--- config.mk ---
export PLATFORM = sky130hd
export DESIGN_NAME = hes_cipher_framer
export DESIGN_NICKNAME = d
export VERILOG_FILES = /design/src/rtl/hes_cipher_framer.sv
export SDC_FILE = /design/constraint.sdc
export NUM_CORES = 1
export LEC_CHECK = 0
export ABC_CLOCK_PERIOD_IN_PS = 8600
export CORE_MARGIN = 1.5
export CORE_UTILIZATION = 35
export DETAILED_ROUTE_END_ITERATION = 12
export PLACE_DENSITY = 0.55
export SETUP_SLACK_MARGIN = 0.05
export SLEW_MARGIN = 40
export SYNTH_ARGS = -nofsm -noshare
export SYNTH_HDL_FRONTEND = slang
export SYNTH_SLANG_ARGS = --single-unit
--- constraint.sdc ---
create_clock -name clk -period 8.6 [get_ports clk]
set_input_delay 0.86 -clock clk [delete_from_list [all_inputs] [get_ports clk]]
set_output_delay 0.86 -clock clk [all_outputs]
set_load 0.01 [all_outputs]
--- src/rtl/hes_cipher_framer.sv ---
// Framer for the AES stream cipher output: buffers cipher bytes and emits SOF/CTR/payload/LEN/CHK frames.
// Latency: a byte written at the end of cycle 0 appears as SOF in cycle 2, CTR in cycle 3 and payload in cycle 4.
// Backpressure: out_ready stalls the output stream only; the input never stalls, so bytes arriving at a full FIFO are dropped and overflow is set.
module hes_cipher_framer #(
  parameter int          DEPTH    = 16,
  parameter int          MAX_LEN  = 16,
  parameter logic [7:0]  SOF_BYTE = 8'hA5
) (
  input  logic                       clk,
  input  logic                       rst,
  input  logic                       in_valid,
  input  logic [7:0]                 in_byte,
  input  logic [7:0]                 in_ctr,
  input  logic                       in_last,
  output logic                       out_valid,
  input  logic                       out_ready,
  output logic [7:0]                 out_data,
  output logic                       out_sof,
  output logic                       out_eof,
  output logic [$clog2(DEPTH):0]     fifo_level,
  output logic                       overflow
);

  localparam int AW = $clog2(DEPTH);
  localparam int PW = AW + 1;

  typedef enum logic [2:0] {
    S_IDLE = 3'd0,
    S_SOF  = 3'd1,
    S_CTR  = 3'd2,
    S_PAY  = 3'd3,
    S_LEN  = 3'd4,
    S_CHK  = 3'd5
  } state_t;

  state_t        state, state_nxt;
  logic [16:0]   mem [DEPTH];
  logic [PW-1:0] wr_ptr, rd_ptr;
  logic [16:0]   head;
  logic          empty, full, fire, pop, push, last_tag;
  logic [7:0]    in_cnt, chk, len;

  // Extra pointer MSB separates full (MSBs differ) from empty (pointers equal).
  assign empty      = (wr_ptr == rd_ptr);
  assign full       = (wr_ptr[AW] != rd_ptr[AW]) && (wr_ptr[AW-1:0] == rd_ptr[AW-1:0]);
  assign head       = mem[rd_ptr[AW-1:0]];
  assign fifo_level = wr_ptr - rd_ptr;

  assign fire     = out_valid && out_ready;
  assign pop      = (state == S_PAY) && fire;
  // A pop in the same cycle frees a slot, so a write at full is still accepted.
  assign push     = in_valid && (!full || pop);
  assign last_tag = in_last || (in_cnt == 8'(MAX_LEN - 1));

  // FIFO storage: entry is {last, ctr, byte}; contents need no reset since pointers gate visibility.
  always_ff @(posedge clk) begin
    if (push) mem[wr_ptr[AW-1:0]] <= {last_tag, in_ctr, in_byte};
  end

  // FIFO pointers, input frame counter and sticky overflow flag.
  always_ff @(posedge clk or posedge rst) begin
    if (rst) begin
      wr_ptr   <= '0;
      rd_ptr   <= '0;
      in_cnt   <= '0;
      overflow <= 1'b0;
    end else begin
      if (push) wr_ptr <= wr_ptr + 1'b1;
      if (pop)  rd_ptr <= rd_ptr + 1'b1;
      // The counter advances even for dropped bytes so MAX_LEN splitting keeps tracking the cipher stream.
      if (in_valid) in_cnt <= last_tag ? 8'd0 : in_cnt + 8'd1;
      if (in_valid && full && !pop) overflow <= 1'b1;
    end
  end

  // Frame state register.
  always_ff @(posedge clk or posedge rst) begin
    if (rst) state <= S_IDLE;
    else     state <= state_nxt;
  end

  // Next-state logic: every transition except IDLE->SOF waits for a handshake.
  always_comb begin
    state_nxt = state;
    case (state)
      S_IDLE:  if (!empty) state_nxt = S_SOF;
      S_SOF:   if (fire) state_nxt = S_CTR;
      S_CTR:   if (fire) state_nxt = S_PAY;
      S_PAY:   if (fire && head[16]) state_nxt = S_LEN;
      S_LEN:   if (fire) state_nxt = S_CHK;
      S_CHK:   if (fire) state_nxt = S_IDLE;
      default: state_nxt = S_IDLE;
    endcase
  end

  // Output decode from registered state and FIFO head; only PAY can drop valid (FIFO starved).
  always_comb begin
    out_valid = 1'b0;
    out_data  = 8'd0;
    out_sof   = 1'b0;
    out_eof   = 1'b0;
    case (state)
      S_SOF: begin
        out_valid = 1'b1;
        out_data  = SOF_BYTE;
        out_sof   = 1'b1;
      end
      S_CTR: begin
        out_valid = 1'b1;
        out_data  = head[15:8];
      end
      S_PAY: begin
        out_valid = !empty;
        out_data  = head[7:0];
      end
      S_LEN: begin
        out_valid = 1'b1;
        out_data  = len;
      end
      S_CHK: begin
        out_valid = 1'b1;
        out_data  = chk;
        out_eof   = 1'b1;
      end
      default: ;
    endcase
  end

  // Running checksum and payload length, seeded by the counter beat.
  always_ff @(posedge clk or posedge rst) begin
    if (rst) begin
      chk <= 8'd0;
      len <= 8'd0;
    end else if (fire) begin
      case (state)
        S_CTR: begin
          chk <= head[15:8];
          len <= 8'd0;
        end
        S_PAY: begin
          chk <= chk ^ head[7:0];
          len <= len + 8'd1;
        end
        S_LEN:   chk <= chk ^ len;
        default: ;
      endcase
    end
  end

endmodule

Word-level counts from Yosys, hierarchy flattened:

Memories as Yosys holds them, arrays and structs flattened.
Cells that the tools add are included.

* register bits after elaboration: 38
* bits in writable memories: 272
* input bits: 21
* output and inout bits: 17
* logic and storage cells: 65
* memories: 1

Memory list
* mem: depth 16, width 17, read ports 1, clocked after memory_dff 0, wr ports 1, RTL line 37 `logic [16:0] mem [DEPTH];`

* add/subtract/negate cells: 5
* equality and inequality tests: 15
* mux-type cells: 16
* bitwise logic cells: 2
* reduce and logical (&&, ||, !) cells: 19

Operator list (count)
* 8-bit case mux with 5 select lines: 1
* 8-bit case mux with 3 select lines: 1
* 3-bit 2-to-1 mux: 6
* 3-bit case mux with 6 select lines: 1
* 8-bit by 1-bit adder with 8-bit output (second input constant): 2
* 8-bit case mux with 2 select lines: 1
* 8-bit bitwise XOR: 2
* 5-bit by 1-bit adder with 5-bit output (second input constant): 2
* 2-bit != test (second input constant): 5
* 8-bit by 4-bit == test with 1-bit output (second input constant): 1
* 8-bit 2-to-1 mux: 1
* 1-bit logical AND: 7
* 3-bit by 2-bit == test with 1-bit output (second input constant): 2
* 3-bit == test (second input constant): 2
* 6-bit AND reduction: 1
* 5-bit == test: 1
* 5-bit subtractor: 1
* 4-bit == test: 1
* 1-bit 2-to-1 mux: 4
* 2-bit AND reduction: 2
* 4-bit OR reduction: 1
* 3-bit by 1-bit == test with 1-bit output (second input constant): 1
* 1-bit logical NOT: 3
* 3-bit logical NOT: 1
* other kinds (6): 7

Longest topological paths before layout:

Gate-level depths: netlist of run 1.

* depth in word-level cells: 9
* depth in mapped cells: 12
* depth with buffers taken out: 7

Worst setup path after synthesis of run 1:

Ideal clock, no wire load.

* path type: register to register
* from: register rd_ptr[1]
* to: memory mem[3][0] (enable)
* library setup time: 0.412 ns
* arrival time: 3.591 ns
* data required time: 8.188 ns
* setup slack: 4.597 ns
* stages on the path, launching flop included: 11
* buffers on the path: 4
* clock period less this slack: 4.003 ns
* cells stage by stage: dfrtp_1 buf_6 buf_4 buf_2 inv_2 ha_1 and4_1 clkbuf_1 a31oi_1 nand2_1 nor3_1

* cells in the longest elaborated chain, start to end: 9
* elaborated cells on any way between the ends: 12
* those cells by class: 2 x eq/ne; 3 x mux; 7 x reduce/logical

Ends and longest elaborated chain
* start: declaration: RTL line 38 `logic [PW-1:0] wr_ptr, rd_ptr;`
* start signal: assignment: RTL line 69 `if (pop) rd_ptr <= rd_ptr + 1'b1;`
* 5-bit == test: RTL line 44 `assign empty = (wr_ptr == rd_ptr);`
* 1-bit logical NOT: RTL line 113 `out_valid = !empty;`
* 1-bit case mux with 2 select lines: RTL line 102 `case (state)`
* 1-bit logical AND: RTL line 49 `assign fire = out_valid && out_ready;`
* 1-bit logical AND: RTL line 50 `assign pop = (state == S_PAY) && fire;`
* 1-bit logical OR *: RTL line 52 `assign push = in_valid && (!full || pop);`
* 1-bit logical AND *: RTL line 52
* 1-bit 2-to-1 mux *: RTL line 57 `if (push) mem[wr_ptr[AW-1:0]] <= {last_tag, in_ctr, in_byte};`
* 1-bit 2-to-1 mux (not written as such) *: RTL line 57
* end: declaration: RTL line 37

Mark *: on every way between the ends. The rest lies on a longest branch, timed or not.

Worst setup path after layout of run 1:

* from: register rd_ptr[1]
* to: output port out_data[6]

* cells in the longest elaborated chain, start to end: 2

Ends and longest elaborated chain
* memory 16 x 17 bit
* 8-bit case mux with 5 select lines: RTL line 102
* end: declaration: RTL line 17 `output logic [7:0] out_data,`

Every way passes these cells.

==> flow_metrics.tcl, run 1 <==
set metrics [dict create \
    synth_seq_area_share_pct 69.80 \
    critPathTopFamily "buffers and inverters" \
    synth_top_cell_by_area "edfxtp_1" \
    cts_tree "yes" \
    first_global_vias 6792 \
    post-route-util_pct 40.56 \
    area_delta_synth_final_pct 13.93 \
    ctsHoldBuffers 0 \
    hold_viol 0 \
    route.detailed.drc 0 \
    setup.worst_path.end "out_data[6]" \
    holdPathStages 1 \
    postCtsSetupBuffers 0 \
    drt_iter0_markers 545 \
    port_buffers 37 \
    vias_per_cell 5.303 \
    pwr-share-comb_pct 33.7 \
    grt_max_degree 51 \
    synth_top_cell_area_share_pct 62.52 \
    drt-pass1-iter-count 5 \
    slowest_stage "dfrtp_4" \
    r2r-end "mem[12][1]" \
    dieArea_sq_um 38500 \
    cts_sinks 310 \
    placed_cell_area_sq_um 13970 \
    start_util_pct 35.60 \
    maxSlewViolCount 0 \
    final_cell_mix "edfxtp_1 (272), mux4_2 (54), nand2_1 (43)" \
    period_needed_ns 4.902 \
    finish.net_count 820 \
    cts_buffers 31 \
    synth_edf_count 272 \
    p_seq_share_pct 41.1 \
    ys_warn_count 0 \
    synth.distinct_cells 58 \
    h-tree-depth 1 \
    crit_type "reg -> out" \
    diodes 0 \
    grt_first_pass_wirelength_mm 43.75 \
    die_y_microns 196.2 \
    p_per_area_nw_per_um2 327.5 \
    post-dp-hpwl_mm 18.30 \
    num_rows 70 \
    path_depth 7 \
    worst_ep_required_time_ns 7.74 \
    wl_per_cell_microns 22.61 \
    cp_num_buf_inv 2 \
    cp_max_fo 33 \
    ant_nets 0 \
    setup_viol 0 \
    num_vias 6782 \
    max_stage_delay_ns 0.70 \
    syn_area_sq_um 13070 \
    worstSetupStartpointType "flop" \
    status "completed" \
    p_int_w 0.003265 \
    power.share.switching_pct 33.02 \
    clk_latency_ns 0.59 \
    place.gp.congestion 0.8365 \
    finalClockSkew_ns 0.02210 \
    layout-drive-gt1-share_pct 18.25 \
    rsz0062_at_grt "false" \
    clock_path_buffers 3 \
    wirelength_mm 28.91 \
    r2r_start "rd_ptr[1]" \
    ir_drop_uv 170.1 \
    synth_cells 746 \
    syn_nets 779 \
    cts_resized 0 \
    antenna_found_initial 1 \
    grt_usage_pct 15.27 \
    worst_pin_slew_ns 0.8007 \
    hp-class "reg -> reg" \
    clockPowerShare_pct 25.2 \
    max_cap_viol_count 0 \
    path_clk_slew_ns 0.06 \
    mostFrequentLayoutCell "edfxtp_1" \
    switching_power_w 0.001610 \
    relSlewSlack_pct 46.62 \
    r2r_cells 7 \
    die_w_microns 196.2 \
    overflow 0 \
    io_pins 38 \
    crit_chain "buf_4 > mux4_1 > mux2_2 > a22oi_1 > a21boi_0 > nand2_1 > clkdlybuf4s50_1" \
    ff2ff_setup_slack_ns 4.34 \
    setup.worst_path.start "rd_ptr[1]" \
    holdWs_ns 0.4801 \
    async_reset_ff_share_pct 12.26 \
    fmaxAchievable_ghz 0.2040 \
    finalSetupTns_ns 0 \
    period_share_pct 57.00 \
    syn_area_per_cell_sq_um 17.51 \
    synth_ff_type "edfxtp_1" \
    endpoint_kind "primary output" \
    arrival_ns 4.04 \
    synth_seq_cells 310 \
    p_leak_nw 4.897 \
    core-area_sq_um 36700 \
    synthTopCellsByArea "edfxtp_1 (63%), mux4_2 (9.3%), dfrtp_1 (7.3%)" \
    fin_area_sq_um 14890 \
    clockRootBuffer "clkbuf_16" \
]
-- stage by stage --
stage                     power [W]  setup slack, ns  instances
final                      0.004875            3.698       1279
after global routing       0.005123            3.422       1279
after CTS                  0.004932            3.640       1279
after detailed placement   0.003697            4.259       1222
after global placement     0.003673            3.997       1222
after floorplan            0.003103            4.597        746
-- synth_stat cells, types with 10 or more instances --
master	number
a21o_1	12
a21oi_1	27
buf_2	10
clkbuf_1	14
dfrtp_1	38
edfxtp_1	272
ha_1	11
inv_1	19
mux2_2	18
mux2i_1	12
mux4_1	14
mux4_2	54
nand2_1	43
nor2_1	29
o21ai_0	24
o22ai_1	16
xnor2_1	11
-- worst register-to-register path: stages (launching register included) --
cell and delay [ns]:
dfrtp_4 0.70, buf_4 0.61, inv_2 0.31, ha_1 0.36
and4_1 0.25, a31oi_1 0.63, nand2_1 0.41, nor2_4 0.61
-- cell families after synthesis --
family	Yosys count	share of synthesized area, %
compound gates	125	6.225
flops	310	69.80
simple gates	124	4.587
xor+xnor	16	1.073
mux	98	14.59
fa+ha+maj	12	1.207
buf+inv	61	2.519
-- routing by layer --
layer	vias to the layer above	global-route usage (%)	share of wire, %
met2	166	25.37	48
met1	3498	20.90	44
met4	0	2.877	1.7
li1	3074	-	-
met5	-	0	0
met3	44	3.180	5.7
-- flip-flops by register name (all words and copies together), names as in the netlist --
register  count
mem         272
chk           8
in_cnt        8
len           8
rd_ptr        5
wr_ptr        5
state         3
overflow      1
-- power groups by stage --
stage          registers [W]  logic (W)  clock network, W
4_1_cts              0.00200    0.00167           0.00126
2_1_floorplan        0.00191    0.00119                 0
3_3_place_gp         0.00203    0.00164                 0
3_5_place_dp         0.00203    0.00166                 0
6_report             0.00200    0.00164           0.00123
5_1_grt              0.00203    0.00178           0.00131
-- worst min-delay path by stage --
stage | start | to
4_1_cts | overflow | overflow
3_5_place_dp | overflow | overflow
6_report | overflow | overflow
2_1_floorplan | in_cnt[3] | in_cnt[3]
5_1_grt | overflow | overflow
3_3_place_gp | overflow | overflow
-- cell type report --
| class | instances | area, sq um |
|---|---|---|
| well taps | 468 | 585.6 |
| clock inverters | 13 | 86.33 |
| fillers | 3243 | 21810 |
| multi-input cells | 375 | 3722 |
| repair buffers | 49 | 464.2 |
| clock buffers | 44 | 824.5 |
| flip-flops and latches | 310 | 9128 |
| inverters | 20 | 75.07 |
Power figures use the tool's default switching activity.
==> run 2, diff against run 1 <==
--- a/config.mk
+++ b/config.mk
@@ -5,11 +5,11 @@
 export SDC_FILE = /design/constraint.sdc
 export NUM_CORES = 1
 export LEC_CHECK = 0
-export ABC_CLOCK_PERIOD_IN_PS = 8600
+export ABC_CLOCK_PERIOD_IN_PS = 4400
 export CORE_MARGIN = 1.5
 export CORE_UTILIZATION = 35
 export DETAILED_ROUTE_END_ITERATION = 12
-export PLACE_DENSITY = 0.55
+export PLACE_DENSITY = 0.57
 export SETUP_SLACK_MARGIN = 0.05
 export SLEW_MARGIN = 40
 export SYNTH_ARGS = -nofsm -noshare
==> constraint.sdc (replaced) <==
create_clock -name clk -period 4.4 [get_ports clk]
set_input_delay 0.44 -clock clk [delete_from_list [all_inputs] [get_ports clk]]
set_output_delay 0.44 -clock clk [all_outputs]
set_load 0.01 [all_outputs]
==> flow_metrics.tcl, run 2 (same netlist as run 1, synthesis figures left out) <==
set metrics [dict create \
    status "completed" \
    die_y_microns 196.2 \
    p_per_area_nw_per_um2 650.3 \
    top_usage_layer "met2" \
    endpoint_kind "primary output" \
    finish.net_count 844 \
    grt_max_degree 71 \
    final_cell_mix "edfxtp_1 (272), mux4_2 (54), nand2_1 (43)" \
    maxSlewViolCount 0 \
    post-dp-hpwl_mm 18.24 \
    num_vias 7069 \
    die_w_microns 196.2 \
    clockRootBuffer "clkbuf_16" \
    grt_use_met3_pct 2.613 \
    start_util_pct 35.60 \
    cts_sinks 310 \
    switching_power_w 0.003162 \
    relSlewSlack_pct 50.94 \
    cts_tree "yes" \
    fmaxAchievable_ghz 0.2617 \
    place.gp.congestion 0.8528 \
    cp_max_fo 20 \
    clock_path_buffers 3 \
    wl_per_cell_microns 23.24 \
    cts_resized 0 \
    largest_reg_flops 272 \
    antenna_found_initial 1 \
    worst_ep_required_time_ns 3.96 \
    io_pins 38 \
    drt_iter0_markers 522 \
    route.detailed.drc 0 \
    crit_type "reg -> out" \
    worst_pin_slew_ns 0.7325 \
    hp-class "in -> async" \
    ctsHoldBuffers 0 \
    grt_usage_pct 16.03 \
    wirelength_mm 30.33 \
    postCtsSetupBuffers 0 \
    h-tree-depth 2 \
    pwr-share-comb_pct 34.2 \
    finalClockSkew_ns 0.01529 \
    p_leak_nw 5.104 \
    first_global_vias 7044 \
    period_share_pct 86.85 \
    core-area_sq_um 36700 \
    fin_area_sq_um 15170 \
    worstSetupStartpointType "flop" \
    grt_first_pass_wirelength_mm 45.55 \
    setup_viol 0 \
    ir_drop_uv 356.6 \
    power.share.switching_pct 32.05 \
    hold_viol 0 \
    num-fill-cells 3216 \
    mostFrequentLayoutCell "edfxtp_1" \
    rsz0062_at_grt "false" \
    area_delta_synth_final_pct 16.09 \
    arrival_ns 3.38 \
    use_met2_pct 25.33 \
    cts_buffers 34 \
    power.total_w 0.009864 \
    layout-drive-gt1-share_pct 21.17 \
    p_seq_share_pct 38.8 \
    clk_latency_ns 0.51 \
    finalSetupTns_ns 0 \
    ant_nets 0 \
    p_int_w 0.006702 \
    clockPowerShare_pct 27.0 \
    dieArea_sq_um 38500 \
    drt-pass1-iter-count 5 \
    max_cap_viol_count 0 \
    vias_per_cell 5.417 \
    port_buffers 37 \
    period_needed_ns 3.821 \
    overflow 0 \
    met1_usage_pct 23.35 \
    placed_cell_area_sq_um 14120 \
    num_rows 70 \
    path_clk_slew_ns 0.06 \
]
## run 2: path summary, 6_finish.rpt
check / start / end / slack, ns / cells after the start
worst max register to register: rd_ptr[1] / mem[3][8] / 1.27 / 9
worst max-delay path: rd_ptr[1] / out_data[5] / 0.58 / 6
max in group asynchronous: rst / rd_ptr[1] / 3.42 / 3
worst min-delay path: rst / state[0] / 0.18 / 2
min in group clk: overflow / overflow / 0.47 / 1
worst min register to register: overflow / overflow / 0.47 / 1
## run 2: through the flow
stage	hold WS, ns	instances	utilization (%)	worst slack (ns)
after floorplan	0.4890	746	-	0.3968
after global placement	0.4643	1243	38.48	1.092
after detailed placement	0.4591	1243	38.48	1.084
after CTS	0.1798	1304	41.31	0.5432
after global routing	0.2178	1304	41.32	0.4278
final	0.1828	1305	41.33	0.5788
## run 2: power groups by stage
stage | combinational [W] | sequential (W) | clock, W
final | 0.00338 | 0.00382 | 0.00266
after global placement | 0.00339 | 0.00387 | 0
after global routing | 0.00365 | 0.00387 | 0.00283
after floorplan | 0.00233 | 0.00373 | 0
after CTS | 0.00342 | 0.00382 | 0.00272
after detailed placement | 0.00340 | 0.00388 | 0
## run 2: layout make-up
| class | instances | area [sq um] | area share [%] |
|---|---|---|---|
| multi-input cells | 375 | 3671 | 24.20 |
| inverters | 20 | 75.07 | 0.4950 |
| diodes | 1 | 2.502 | 0.01650 |
| flip-flops and latches | 310 | 9125 | 60.16 |
| repair buffers | 70 | 668.1 | 4.405 |
| clock inverters | 12 | 102.6 | 0.6765 |
| well taps | 468 | 585.6 | 3.861 |
| clock buffers | 49 | 937.1 | 6.179 |
## run 2: worst max-delay path, stage by stage (launching register included)
cell and delay [ns]:
dfrtp_4 0.44, buf_4 0.37, mux4_1 0.60, mux2_2 0.29, a22o_1 0.26, or3_1 0.41, clkdlybuf4s50_1 0.50
## run 2: layer usage
layer	part of all wire [%]	wire, microns
met5	0	0
met4	1.4	424
met3	5.1	1561
met2	46	14080
met1	47	14260
